**src/rtl/weights_mem_mc.sv**
```systemverilog
// Multi-channel 16-bit write / 32- or 64-bit read front end for a single-port 64-bit weights SRAM.
// Writes park in per-channel holding registers and drain round-robin, merging same-row lanes.
module weights_mem_mc #(
  parameter  int NUM_WR     = 2,
  parameter  int ROWS       = 2048,
  parameter  int RD_W       = 32,
  parameter  int STARVE_MAX = 4,
  localparam int RW         = $clog2(ROWS),
  localparam int WA_W       = RW + 2,
  localparam int RA_W       = RW + ((RD_W == 32) ? 1 : 0)
) (
  input  logic                   clk,
  input  logic                   rst,
  input  logic [NUM_WR-1:0]      wr_valid,
  output logic [NUM_WR-1:0]      wr_ready,
  input  logic [NUM_WR*WA_W-1:0] wr_addr,
  input  logic [NUM_WR*16-1:0]   wr_data,
  input  logic                   rd_req,
  output logic                   rd_ready,
  input  logic [RA_W-1:0]        rd_addr,
  output logic [RD_W-1:0]        rd_data,
  output logic                   rd_valid,
  output logic                   mem_men,
  output logic                   mem_wen,
  output logic                   mem_ren,
  output logic [RW-1:0]          mem_addr,
  output logic [63:0]            mem_din,
  output logic [63:0]            mem_bm,
  input  logic [63:0]            mem_dout
);

  localparam int PW = (NUM_WR < 2) ? 1 : $clog2(NUM_WR);
  localparam int SW = (STARVE_MAX < 1) ? 1 : $clog2(STARVE_MAX + 1);

  logic [NUM_WR-1:0] held_q;
  logic [RW-1:0]     hrow_q  [NUM_WR];
  logic [1:0]        hlane_q [NUM_WR];
  logic [15:0]       hdata_q [NUM_WR];
  logic [PW-1:0]     rr_q, rr_d;
  logic [SW-1:0]     starve_q, starve_d;
  logic              rd_pend_q, rd_half_q, rd_valid_q;
  logic [RD_W-1:0]   rd_data_q, rd_data_d;

  logic              any_held, do_read, do_write, rd_half, found;
  logic [RW-1:0]     rd_row;
  logic [PW-1:0]     gnt, cand;
  logic [NUM_WR-1:0] drained, wr_acc;
  logic [3:0]        lane_mask;
  logic [63:0]       wr_din, wr_bm, dout_sh;

  // Reads win unless a held write has already been passed over STARVE_MAX times.
  // rst gates the read so the macro pins stay quiet while reset is asserted.
  assign any_held = |held_q;
  assign rd_ready = !(any_held && (starve_q == SW'(STARVE_MAX)));
  assign do_read  = rst & rd_req & rd_ready;
  assign do_write = !do_read & any_held;
  assign rd_row   = RW'(rd_addr >> (RA_W - RW));
  assign rd_half  = (RD_W == 32) ? rd_addr[0] : 1'b0;
  assign wr_ready = ~held_q | drained;
  assign wr_acc   = wr_valid & wr_ready;

  // NOTE: every variable of a combinational block gets a default first, so no path can infer a latch.
  always_comb begin
    gnt   = '0;
    found = 1'b0;
    cand  = '0;
    for (int k = 0; k < NUM_WR; k++) begin
      cand = PW'((int'(rr_q) + k) % NUM_WR);
      if (!found && held_q[cand]) begin
        gnt   = cand;
        found = 1'b1;
      end
    end
  end

  // The granted channel always drains; others join only on the same row with a still-free lane.
  always_comb begin
    drained   = '0;
    lane_mask = '0;
    wr_din    = '0;
    wr_bm     = '0;
    if (do_write) begin
      drained[gnt]                          = 1'b1;
      lane_mask[hlane_q[gnt]]               = 1'b1;
      wr_din[{hlane_q[gnt], 4'b0000} +: 16] = hdata_q[gnt];
      wr_bm[{hlane_q[gnt], 4'b0000} +: 16]  = 16'hFFFF;
      for (int i = 0; i < NUM_WR; i++) begin
        if ((PW'(i) != gnt) && held_q[i] && (hrow_q[i] == hrow_q[gnt]) &&
            !lane_mask[hlane_q[i]]) begin
          drained[i]                          = 1'b1;
          lane_mask[hlane_q[i]]               = 1'b1;
          wr_din[{hlane_q[i], 4'b0000} +: 16] = hdata_q[i];
          wr_bm[{hlane_q[i], 4'b0000} +: 16]  = 16'hFFFF;
        end
      end
    end
  end

  always_comb begin
    rr_d     = rr_q;
    starve_d = starve_q;
    if (do_write) begin
      rr_d     = (int'(gnt) == NUM_WR - 1) ? '0 : gnt + 1'b1;
      starve_d = '0;
    end else if (do_read && any_held && (starve_q != SW'(STARVE_MAX))) begin
      starve_d = starve_q + 1'b1;
    end
  end

  always_comb begin
    dout_sh   = rd_half_q ? {32'h0, mem_dout[63:32]} : mem_dout;
    rd_data_d = dout_sh[RD_W-1:0];
  end

  assign mem_ren  = do_read;
  assign mem_wen  = do_write;
  assign mem_men  = do_read | do_write;
  assign mem_addr = do_read ? rd_row : (do_write ? hrow_q[gnt] : '0);
  assign mem_din  = wr_din;
  assign mem_bm   = wr_bm;
  assign rd_data  = rd_data_q;
  assign rd_valid = rd_valid_q;

  // NOTE: sequential state uses non-blocking assignments so every flop samples pre-edge values.
  always_ff @(posedge clk or negedge rst) begin
    if (!rst) begin
      held_q     <= '0;
      rr_q       <= '0;
      starve_q   <= '0;
      rd_pend_q  <= 1'b0;
      rd_half_q  <= 1'b0;
      rd_valid_q <= 1'b0;
      rd_data_q  <= '0;
    end else begin
      for (int i = 0; i < NUM_WR; i++) begin
        if (wr_acc[i])       held_q[i] <= 1'b1;
        else if (drained[i]) held_q[i] <= 1'b0;
      end
      rr_q       <= rr_d;
      starve_q   <= starve_d;
      rd_pend_q  <= do_read;
      rd_half_q  <= rd_half;
      rd_valid_q <= rd_pend_q;
      if (rd_pend_q) rd_data_q <= rd_data_d;
    end
  end

  // NOTE: holding-register payloads are not reset; held_q alone says whether an entry is meaningful.
  always_ff @(posedge clk) begin
    for (int i = 0; i < NUM_WR; i++) begin
      if (wr_acc[i]) begin
        hrow_q[i]  <= wr_addr[i*WA_W+2 +: RW];
        hlane_q[i] <= wr_addr[i*WA_W +: 2];
        hdata_q[i] <= wr_data[i*16 +: 16];
      end
    end
  end

endmodule

```
**config.mk**
```make
export PLATFORM = sky130hd
export DESIGN_NAME = weights_mem_mc
export DESIGN_NICKNAME = d
export VERILOG_FILES = /design/src/rtl/weights_mem_mc.sv
export SDC_FILE = /design/constraint.sdc
export NUM_CORES = 1
export LEC_CHECK = 0
export ABC_AREA = 1
export CAP_MARGIN = 40
export CORE_ASPECT_RATIO = 1.4
export CORE_MARGIN = 2
export CORE_UTILIZATION = 40
export CTS_BUF_LIST = sky130_fd_sc_hd__clkbuf_16
export CTS_CLUSTER_SIZE = 12
export DETAILED_ROUTE_END_ITERATION = 7
export GPL_TIMING_DRIVEN = 0
export PLACE_DENSITY = 0.7
export SLEW_MARGIN = 10
export SYNTH_ARGS = -nofsm -noshare
export SYNTH_HDL_FRONTEND = slang
export SYNTH_SLANG_ARGS = --single-unit
export TNS_END_PERCENT = 100
```
**constraint.sdc**
```tcl
create_clock -name clk -period 6.4 [get_ports clk]
set_input_delay 0.64 -clock clk [delete_from_list [all_inputs] [get_ports clk]]
set_output_delay 0.64 -clock clk [all_outputs]
set_load 0.005 [all_outputs]
```
After elaboration in Yosys (flattened, before gate mapping)
Memories as Yosys holds them, arrays and structs flattened.
Index checks and enable logic that the tools add are counted.
- add/subtract/negate cells: 6
- multiply operators: 0
- div/mod/pow operators: 0
- order comparisons: 9
- equality and inequality tests: 4
- shift operators: 9
- muxes and demuxes: 48
- bitwise logic cells: 11
- reductions and logical operators: 22
- operators by type and width (cell ; number):
    2-to-1 mux 64 bit ; 8
    bitwise mux 64 bit ; 4
    variable shift 16 x 8 -> 64 bit, first input constant ; 3
    indexed part select 16 x 8 -> 64 bit ; 3
    indexed part select 16 x 8 -> 64 bit, first input constant ; 3
    AND 64 bit ; 2
    2-to-1 mux 32 bit ; 1
    negator 6 -> 8 bit ; 3
    2-to-1 mux 1 bit ; 23
    == test 11 bit ; 2
    2-to-1 mux 11 bit ; 2
    logical AND 1 bit ; 13
    < comparator 2 x 3 -> 1 bit, second input constant ; 3
    2-to-1 mux 4 bit ; 2
    < comparator 1 x 2 -> 1 bit, second input constant ; 3
    2-to-1 mux 3 bit ; 2
    nonzero test 2 bit ; 3
    zero test 1 bit ; 5
    binary-select mux 1 bit (select 2 bit) ; 2
    demux 1 bit (select 2 bit) ; 2
    greater-or-equal comparator 2 x 1 -> 1 bit, second input constant ; 2
    bitwise OR 4 bit ; 1
    adder 3 x 1 -> 3 bit, second input constant ; 1
    AND 1 bit ; 3
    other kinds (12) ; 13
- register bits: 41
- latch bits: 0
- memory bits (writable): 58
- bits in read-only memories: 0
- input bits: 139
- memories kept: 3
- memories (name ; depth ; bits a word ; rd ports ; clocked after Yosys merged registers in ; wr ports ; line ; text):
    hdata_q ; 2 ; 16 ; 3 ; 0 ; 2 ; 38 ; logic [15:0] hdata_q [NUM_WR];
    hrow_q ; 2 ; 11 ; 3 ; 0 ; 2 ; 36 ; logic [RW-1:0] hrow_q [NUM_WR];
    hlane_q ; 2 ; 2 ; 3 ; 0 ; 2 ; 37 ; logic [1:0] hlane_q [NUM_WR];

Logic depth before layout (Yosys ltp)
An unclocked memory read counts as a cell.
- depth after elaboration: 27
- mapped depth: 28
- depth with buffers taken out: 22

Worst setup path after synthesis
OpenSTA, ideal clock, no wires.
- kind: register to register
- start: register held_q[0]
- end: memory hdata_q[1][0], enable pin
- library setup time: 0.415 ns
- arrival time: 4.408 ns
- setup slack: 1.577 ns
- stages on the path, launching flop included: 24
- period minus slack after synthesis: 4.823 ns
- cell sequence: dfrtp_1 > nand2_2 > nand2_4 > buf_6 > buf_6 > buf_4 > buf_4 > clkbuf_1 > o21ai_0 > ha_1 > clkinv_1 > nand2_1 > nand3_1 > nand2_1 > nor2_1 > nand3_1 > nor2_4 > nand3_4 > nand2_2 > nand3_4 > nand3_1 > nand2_1 > nand2_1 > nor2_1
- RTL lines (what ; line ; text):
    start: declaration ; 35 ; logic [NUM_WR-1:0] held_q;
    start signal: assignment ; 127 ; held_q <= '0;
    start signal: indexed assignment ; 136 ; if (wr_acc[i]) held_q[i] <= 1'b1;
    start signal: indexed assignment ; 137 ; else if (drained[i]) held_q[i] <= 1'b0;
    end: declaration ; 38 ;

Final worst setup path
- start: register rr_q
- end: output mem_din[5]
- word-level cells in the longest chain between the ends: 23
- elaborated cells on any way between the ends: 46
- classes of those cells: add/sub (2); order compare (2); eq/ne (2); shift (2); mux (21); bitwise (3); reduce/logical (11); memory (3)
- ends and longest elaborated chain (what ; line ; text):
    start: declaration ; 39 ; logic [PW-1:0] rr_q, rr_d;
    start signal: assignment ; 139 ; rr_q <= rr_d;
    2-to-1 mux 1 bit (not written as such) (2 in series) ; 69 ; if (!found && held_q[cand]) begin
    2-to-1 mux 1 bit ; 69 ;
    zero test 1 bit ; 69 ;
    logical AND 1 bit ; 69 ;
    2-to-1 mux 1 bit * ; 69 ;
    memory (2 x 2 bit) ; - ;
    < comparator 2 x 3 -> 1 bit (not written as such) / greater-or-equal comparator 2 x 1 -> 1 bit (equally long branches) ; 84 ; lane_mask[hlane_q[gnt]] = 1'b1;
    logical AND 1 bit (not written as such) ; 84 ;
    [... 6 more ...] ; - ;
    2-to-1 mux 4 bit ; 88 ; if ((PW'(i) != gnt) && held_q[i] && (hrow_q[i] == hrow_q[gnt]) &&
    2-to-1 mux 4 bit ; 82 ; if (do_write) begin
    binary-select mux 1 bit (select 2 bit) ; 89 ; !lane_mask[hlane_q[i]]) begin
    2-to-1 mux 1 bit (not written as such) ; 89 ;
    zero test 1 bit ; 89 ;
    logical AND 1 bit ; 88 ;
    2-to-1 mux 64 bit * ; 88 ;
    2-to-1 mux 64 bit * ; 82 ;
    end: declaration ; 27 ; output logic [63:0] mem_din,
Every way passes the cells marked *; elsewhere a longest branch is shown, timed or not. The select of a mux whose other input is x is not followed.

==> impl_metrics.yaml <==
critical_path:
  crit_start: "rr_q"
  critPathKind: "flop to output pin"
  arrival_ns: 5.15
  timing.rr.end: "hdata_q[1][6]"
  cp_common_cell: "nand2_1"
  crit_path_start_kind: "flop"
  r2r-start: "rr_q"
  cp_max_fo: 19
  slowest_delay_ns: 0.61
  slowest_stage: "clkdlybuf4s50_1"
  worstRegToRegCells: 25
  r2r_slack_ns: 1.73
  endpoint_kind: "output pin"
  critPathRequiredTime_ns: 5.76
clock_network:
  cts_hold_buf: 0
  cts_root_buffer: "clkbuf_16"
  cts_made_buffers: 9
  cts_tree: "done"
  cts_sinks: 99
  postCtsSetupBuffers: 0
  cts_resized: 0
  clock_latency_ns: 0.36
  clockBufferDepth: 2
  h-tree-depth: 3
  clk_pin_slew_ns: 0.07
finish:
  nFillCells: 2500
  drive_gt1_share_pct: 11.06
  nets: 2106
  insertedDiodeCount: 0
  area_delta_synth_final_pct: 39.51
global_route:
  antenna_found_initial: 0
  grt.total_usage_pct: 29.29
  grt_pass1_vias: 11210
  grt_first_pass_wirelength_um: 61110
  grt_max_degree: 35
  gr-total-overflow: 0
placed_design:
  io_buffers: 316
  hpwl_um: 33350
  pre_cts_ws_ns: 0.4509
  place_congestion: 0.9890
yosys:
  synthCells: 1615
  async_reset_ff_share_pct: 41.41
  syn_area_um2: 10070
  synth_cell_types: 41
  synth.avg_cell_area_um2: 6.235
  synth_nets: 1773
  ys_top_cells_by_area: "nand2_1, edfxtp_1, dfrtp_1"
  yosysSeqAreaShare_pct: 27.49
  yosysWarnings: 0
  synth-main-ff-cell: "edfxtp_1"
  ys_ff_latch: 99
  synth_top_area_share_pct: 21.40
  synth_edf_count: 58
  yosysTopAreaCell: "nand2_1"
timing:
  clock_skew_ns: 0.01252
  setup_violations: 0
  setup_ws_ns: 0.6102
  relSlewSlack_pct: 48.01
  fin_crit_sh_pct: 90.47
  setup_tns_ns: 0
  min_period_ns: 5.790
  drv_slew: 0
  max_freq_ghz: 0.1727
  hold_viol: 0
  hold_ws_ns: 0.1442
  worstMarginPinSlew_ns: 0.7798
  rsz0062_at_grt: "no"
power:
  peakVddDrop_mv: 0.1705
  p_leak_nw: 6.466
  p_per_area_nw_per_um2: 297.8
die:
  initial_core_util_pct: 40.81
  die_w_um: 138.1
  rows: 68
  io_pins: 317
  fp.dieArea_um2: 26480
  die_y_um: 191.7
  core-area_um2: 24670
routing:
  route.detailed.drc: 0
  vias_per_cell: 5.016
  vias: 11380
  wl_per_cell_um: 17.50
  dr.pass1.iters: 5
  drtIter0Drc: 637
  drt-total-wl_um: 39690
  ant_nets: 0
flow_run:
  drv_cap: 0
status:
  status: "finished, final reports clean"
worst_hold_path:
  hold_class: "input pin to async pin"
synthesized netlist by cell type, types with 6 or more instances:
| library cell | instances |
|---|---|
| buf_12 | 7 |
| o21ai_0 | 72 |
| clkbuf_1 | 46 |
| ha_1 | 19 |
| buf_4 | 64 |
| nand2_2 | 64 |
| nand2_1 | 574 |
| nor2_1 | 181 |
| nand3_1 | 144 |
| nor3_1 | 12 |
| a31oi_1 | 32 |
| nand4_1 | 22 |
| a21boi_0 | 18 |
| edfxtp_1 | 58 |
| inv_1 | 132 |
| o21ai_1 | 12 |
| dfrtp_1 | 41 |
| buf_6 | 6 |
| a21boi_1 | 6 |
| buf_2 | 19 |
| and2_1 | 23 |
power breakdown:
part,total [mW],switching [mW],internal [mW]
registers,0.901,0.100,0.801
logic,2.69,1.46,1.23
clock network,0.594,0.250,0.344
total,4.18,1.81,2.38
worst max path at each step:
stage	end	depth (start not counted)	slack (ns)
final	mem_din[5]	28	0.61
after global routing	mem_din[5]	27	0.18
after CTS	mem_din[5]	27	0.03
after detailed placement	mem_din[5]	26	0.45
after global placement	hdata_q[1][14]	23	-0.23
after floorplan	hdata_q[1][0]	23	1.58
placed cells by master (no fill, tap or decap), drive strengths merged, types with 19 or more instances in the layout:
master,netlist,final
a21boi,24,24
a31oi,32,32
and2,27,27
buf,101,109
clkbuf,46,54
clkdlybuf4s50,0,315
dfrtp,41,41
edfxtp,58,58
ha,19,19
inv,137,141
nand2,641,641
nand3,154,154
nand4,22,22
nor2,192,192
o21ai,84,84
layer usage:
layer	vias to the layer above	global-route usage, %	wire length [um]
li1	5725	-	-
met1	5111	30.19	14180
met2	445	56.53	20970
met3	96	5.510	2694
met4	0	14.44	1844
met5	-	0	0
metrics by stage:
step	cells	utilization, %	instance area, um^2	power, mW
2_1_floorplan	1615	-	10070	2.407
3_3_place_gp	2246	55.23	13630	3.543
3_5_place_dp	2253	55.66	13730	3.591
4_1_cts	2269	56.95	14050	4.193
5_1_grt	2268	56.94	14050	4.475
6_report	2268	56.94	14050	4.184
sequential cells by signal (all words and copies together), names as in the netlist:
| register | count |
|---|---|
| hrow_q | 22 |
| hdata_q | 32 |
| held_q | 2 |
| rr_q | 1 |
| rd_valid | 1 |
| starve_q | 3 |
| hlane_q | 4 |
| rd_pend_q | 1 |
| rd_data | 32 |
| rd_half_q | 1 |
area by class of cell:
class                   instances  area, um^2  area share, %
multi-input cells            1228        5813          41.38
flip-flops and latches         99        2768          19.70
clock buffers                   9       225.2          1.603
repair buffers                323        3256          23.17
clock inverters                 7       92.59         0.6591
plain buffers                 146       970.9          6.911
inverters                     141       529.3          3.767
well taps                     315       394.1          2.805
worst max-delay path, delay by kind of cell (launching register included):
family | cells | cell delay (ns)
compound gates | 1 | 0.24
fa+ha+maj | 1 | 0.24
buf+inv | 9 | 1.94
simple gates | 17 | 1.98
flops | 1 | 0.37
cell families after synthesis:
logic type,Yosys count,synth area share [%]
buffers and inverters,288,14.94
AOI/OAI and AO/OA,148,8.449
and+or+nand+nor,1060,46.68
DFF,99,27.49
xor gates and xnor gates,1,0.08699
adders and majority gates,19,2.361
Power figures use the tool's default switching activity.
